`config.mk`:
```
export PLATFORM = sky130hd
export DESIGN_NAME = lfsr_stream
export DESIGN_NICKNAME = d
export VERILOG_FILES = /design/src/rtl/lfsr_stream.sv
export SDC_FILE = /design/constraint.sdc
export NUM_CORES = 1
export LEC_CHECK = 0
export CORE_MARGIN = 1
export CORE_UTILIZATION = 45
export CTS_CLUSTER_DIAMETER = 200
export DETAILED_ROUTE_END_ITERATION = 10
export GPL_TIMING_DRIVEN = 0
export HOLD_SLACK_MARGIN = 0.02
export PLACE_DENSITY_LB_ADDON = 0.12
export SLEW_MARGIN = 15
export SYNTH_ARGS = -nofsm -noshare
export SYNTH_HDL_FRONTEND = slang
export SYNTH_SLANG_ARGS = --single-unit
```
`constraint.sdc`:
```
create_clock -name clk_i -period 3.6 [get_ports clk_i]
set_clock_uncertainty 0.1 [all_clocks]
set_input_delay 0.54 -clock clk_i [delete_from_list [all_inputs] [get_ports clk_i]]
set_output_delay 0.54 -clock clk_i [all_outputs]
set_load 0.03 [all_outputs]
```
`src/rtl/lfsr_stream.sv`:
```
// lfsr_stream: parametrised Fibonacci LFSR pseudo-random source with a
// valid/ready output stream, runtime seed loading and all-zero lockup recovery.
//
// Ports:
//   clk_i          clock, all logic on the rising edge
//   rst_i          synchronous active-high reset
//   en_i           run enable; state holds while low
//   seed_valid_i   load request for seed_i
//   seed_i         runtime seed (a zero seed loads SEED and flags lockup)
//   out_valid_o    random_value_o is valid (RUN and en_i)
//   out_ready_i    consumer accepts random_value_o
//   random_value_o current LFSR state
//   lockup_o       sticky: an all-zero state or seed was seen; cleared by rst_i
//
// Optional feature, macro LFSR_PERIOD_CNT_EN:
//   period_o       saturating step counter since the last load/reset/recovery
//   period_valid_o one-cycle strobe when an advance returns to the last seed
module lfsr_stream #(
  parameter int unsigned       WIDTH = 8,
  parameter logic [WIDTH-1:0]  TAPS  = 8'hB8,
  parameter logic [WIDTH-1:0]  SEED  = 8'hAA,
  parameter int unsigned       STEPS = 1
) (
  input  logic             clk_i,
  input  logic             rst_i,
  input  logic             en_i,
  input  logic             seed_valid_i,
  input  logic [WIDTH-1:0] seed_i,
  output logic             out_valid_o,
  input  logic             out_ready_i,
  output logic [WIDTH-1:0] random_value_o,
`ifdef LFSR_PERIOD_CNT_EN
  output logic [WIDTH-1:0] period_o,
  output logic             period_valid_o,
`endif
  output logic             lockup_o
);

  typedef enum logic [1:0] {
    ST_INIT,
    ST_RUN,
    ST_RECOVER
  } state_t;

  state_t           r_state;
  state_t           w_nstate;
  logic [WIDTH-1:0] r_lfsr;
  logic [WIDTH-1:0] w_nlfsr;
  logic             r_lockup;
  logic             w_nlockup;
  logic [WIDTH-1:0] w_adv;
  logic             w_xfer;
  logic             w_load;
  logic             w_advance;

  // STEPS single-bit shifts unrolled into one combinational advance.
  always_comb begin
    logic [WIDTH-1:0] v;
    v = r_lfsr;
    for (int unsigned i = 0; i < STEPS; i++) begin
      v = {v[WIDTH-2:0], ^(v & TAPS)};
    end
    w_adv = v;
  end

  assign out_valid_o = (r_state == ST_RUN) && en_i;
  assign w_xfer      = out_valid_o && out_ready_i;
  // Seed loads are honoured in INIT and RUN (even with en_i low), never in RECOVER.
  assign w_load      = seed_valid_i && (r_state != ST_RECOVER);
  assign w_advance   = (r_state == ST_RUN) && w_xfer && !seed_valid_i;

  always_comb begin
    w_nstate  = r_state;
    w_nlfsr   = r_lfsr;
    w_nlockup = r_lockup;
    case (r_state)
      ST_INIT: begin
        w_nstate = ST_RUN;
      end
      ST_RUN: begin
        if (r_lfsr == '0) begin
          w_nstate = ST_RECOVER;
        end
        if (w_advance) begin
          w_nlfsr = w_adv;
        end
      end
      ST_RECOVER: begin
        w_nstate  = ST_RUN;
        w_nlfsr   = SEED;
        w_nlockup = 1'b1;
      end
      default: begin
        w_nstate = ST_INIT;
      end
    endcase
    if (w_load) begin
      if (seed_i == '0) begin
        w_nlfsr   = SEED;
        w_nlockup = 1'b1;
      end else begin
        w_nlfsr = seed_i;
      end
    end
  end

  always_ff @(posedge clk_i) begin
    if (rst_i) begin
      r_state  <= ST_INIT;
      r_lfsr   <= SEED;
      r_lockup <= 1'b0;
    end else begin
      r_state  <= w_nstate;
      r_lfsr   <= w_nlfsr;
      r_lockup <= w_nlockup;
    end
  end

  assign random_value_o = r_lfsr;
  assign lockup_o       = r_lockup;

`ifdef LFSR_PERIOD_CNT_EN
  logic [WIDTH-1:0] r_period;
  logic [WIDTH-1:0] r_last_seed;
  logic             r_period_valid;
  logic             r_period_done;
  logic [WIDTH:0]   w_sum;

  assign w_sum = {1'b0, r_period} + (WIDTH+1)'(STEPS);

  // Once the period is found the counter freezes so period_o keeps the result.
  always_ff @(posedge clk_i) begin
    if (rst_i) begin
      r_period       <= '0;
      r_last_seed    <= SEED;
      r_period_valid <= 1'b0;
      r_period_done  <= 1'b0;
    end else begin
      r_period_valid <= 1'b0;
      if (r_state == ST_RECOVER) begin
        r_period      <= '0;
        r_last_seed   <= SEED;
        r_period_done <= 1'b0;
      end else if (w_load) begin
        r_period      <= '0;
        r_last_seed   <= w_nlfsr;
        r_period_done <= 1'b0;
      end else if (w_advance && !r_period_done) begin
        r_period <= w_sum[WIDTH] ? '1 : w_sum[WIDTH-1:0];
        if (w_adv == r_last_seed) begin
          r_period_valid <= 1'b1;
          r_period_done  <= 1'b1;
        end
      end
    end
  end

  assign period_o       = r_period;
  assign period_valid_o = r_period_valid;
`endif

endmodule

```
==> metrics.md <==
| Metric | Value |
|---|---|
| Primary FF master, synth | `dfxtp_1` |
| Post_cts resized | `0` |
| Total of max-cap violations | `0` |
| Status | `finished, final reports clean` |
| CP Max Fanout | `2` |
| Worst setup EP type | `output pin` |
| Setup_tns | `0 ns` |
| DRT iter0 DRCs | `14` |
| Tot Pwr | `about 0.31 mW` |
| Cell count after synthesis | `70` |
| Total Wirelength | `approximately 1500 um` |
| CTS root buf | `clkbuf_4` |
| Final non-filler cell total | `110` |
| Sequential share of power | `0.445` |
| I/O pins | `23` |
| Post-DRT Antenna Nets | `0` |
| Leak | `between 0.3 and 0.4 nW` |
| Slowest-stage cell, CP | `clkdlybuf4s50_1` |
| Layout cells sized above 1 | `0.0833` |
| Critical Path RT | `2.96 ns` |
| Chip Width | `38.8 um` |
| Vias per cell | `around 5.6` |
| Crit path arrival time | `1.81 ns` |
| Unique cell type count in the Yosys netlist | `26` |
| Core outline area | `about 0.0012 mm^2` |
| Flops & latches, synth | `11` |
| Vias | `between 600 and 700` |
| Max transition margin | `0.696` |
| NetSw | `between 0.09 and 0.1 mW` |
| Fillers | `about 110` |
| CP Class | `primary input to output pin` |
| Maximum vdd drop | `around 290 uV` |
| Worst-Skew Late Latency | `0.27 ns` |
| Global-route wire length before repair | `~2300 um` |
| I/O Buffers | `22` |
| Largest net degree at the start of global routing | `11` |
| Die ar. | `roughly 0.0015 mm^2` |
| P per Cell Area | `359 mW/mm^2` |
| CTS Buffer Depth | `2` |
| CP peak stage delay | `between 0.6 and 0.7 ns` |
| Commonest non-fill, non-tap cells in the layout | `clkdlybuf4s50_1 (22), dfxtp_1 (11), nor2_1 (9)` |
| RePlAce Congestion | `0.855` |
| Crit start category | `primary input` |
| Post-Place Cells | `roughly 110` |
| Final HPWL DP | `about 1100 um` |
| Vias in the first global route | `about 540` |
| Hold Fails Final Rpt | `0` |
| FFs w/ async S/R, synth | `0` |
| Switching Share | `0.307` |
| CP cell instances | `clkdlybuf4s50_1, and3b_1, clkdlybuf4s50_1` |
| Worst min path class | `flip-flop to flip-flop` |
| Seq/Total Area, Yosys | `0.362` |
| CTS tree | `done` |
| Pins Over Slew Limit | `0` |
| Commonest non-fill, non-tap cell in the layout | `clkdlybuf4s50_1` |
| Final #Nets | `roughly 110` |
| Syn nets | `84` |
| First-pass DRT Iterations | `4` |
| Clock transition at the registers of the reported paths | `~0.07 ns` |
| Cts hold-fix bufs | `0` |
| DIE HEIGHT | `roughly 39 um` |
| Clock buffer count from CTS | `3` |
| Synth-to-Final Area Change | `43.4%` |
| P_int | `around 0.22 mW` |
| Final core occ | `0.735` |
| Antenna violations before repair | `0` |
| RSZ-0062 raised after global routing | `no` |
| H-Tree Depth | `1` |
| Ant. Diodes | `0` |
| # rows | `12` |
| GRT Overall Usage | `0.235` |
| DRC violations left | `0` |
| TritonCTS Sinks | `11` |
| Syn_area_per_cell | `approximately 8.7 um^2` |
| Worst-margin pin slew | `0.456 ns` |
| Top cell by count, worst path | `clkdlybuf4s50_1` |
| Synthesized cell area | `slightly above 600 um^2` |
| Starting density of the core | `0.513` |
| Setup bufs post-CTS | `0` |
| Combinational Power Share | `0.281` |
| Ys Warns | `0` |
| Clock share of power | `0.274` |
| EDFF count, synth | `0` |
| Tmin final | `between 2 and 2.5 ns` |
| Fin crit share | `0.679` |
| GR Overflow Total | `0` |
| Fmax | `roughly 410 MHz` |
| DR WL/cell | `approximately 14 um` |
| Setup violators final | `0` |
kinds of logic after synthesis:
logic type | synth area share
xor+xnor | 0.0288
compound gates | 0.150
buf+inv | 0.0432
mux | 0.0988
flops | 0.362
simple gates | 0.296
fa+ha+maj | 0.0206
final cells by class:
| cell class | count | area [um^2] | area share |
|---|---|---|---|
| multi-input cells | 53 | 362 | 0.415 |
| flip-flops and latches | 11 | 220 | 0.253 |
| repair buffers | 22 | 220 | 0.253 |
| clock buffers | 4 | 26.3 | 0.0301 |
| plain buffers | 4 | 18.8 | 0.0215 |
| well taps | 14 | 17.5 | 0.0201 |
| inverters | 2 | 7.51 | 0.00861 |
flip-flops by register name (all words and copies together), names as in the netlist:
signal	count
lockup_o	1
r_state	2
random_value_o	8
worst max-delay path, delay by kind of cell:
kind                   cells  cell delay, ns
and+or+nand+nor            1            0.14
buffers and inverters      2            1.12
synth_stat cells (3+ instances only):
cell type / instances / area share
a21oi_1: 5 / 0.041
buf_2: 3 / 0.025
dfxtp_1: 11 / 0.36
o21ai_1: 4 / 0.033
a211oi_1: 4 / 0.049
nor2_1: 9 / 0.056
nor3_1: 4 / 0.033
mux2i_1: 6 / 0.099
layer usage:
layer	wire length, um	vias up	GRT usage
li1	-	309	-
met4	14	0	0.103
met3	87	2	0.0520
met1	723	280	0.296
met5	0	-	0
met2	693	27	0.379
power groups by stage:
| stage | Clock, mW | Sequential, mW | Combinational (mW) |
|---|---|---|---|
| 2_1_floorplan | 0 | 0.155 | 0.0356 |
| 3_3_place_gp | 0 | 0.142 | 0.0866 |
| 3_5_place_dp | 0 | 0.142 | 0.0875 |
| 4_1_cts | 0.0871 | 0.139 | 0.0882 |
| 5_1_grt | 0.0928 | 0.140 | 0.0942 |
| 6_report | 0.0858 | 0.139 | 0.0881 |
path summary, 6_finish.rpt:
check | startpoint | endpoint | slack, ns | cells after the start
worst max-delay path | en_i | out_valid_o | 1.15 | 3
worst min-delay path | r_state[1] | r_state[1] | 0.39 | 1
worst max register to register | random_value_o[4] | random_value_o[0] | 1.96 | 6
worst min register to register | r_state[1] | r_state[1] | 0.39 | 1
stage by stage:
step	instance area (um^2)	hold slack, ns	setup slack (ns)
global placement	846	0.359	1.15
detailed placement	846	0.371	1.15
finish	872	0.390	1.15
floorplan	608	0.335	1.86
global route	872	0.425	1.10
CTS	872	0.388	1.15
Note: power is estimated with default switching activity, not from simulation.
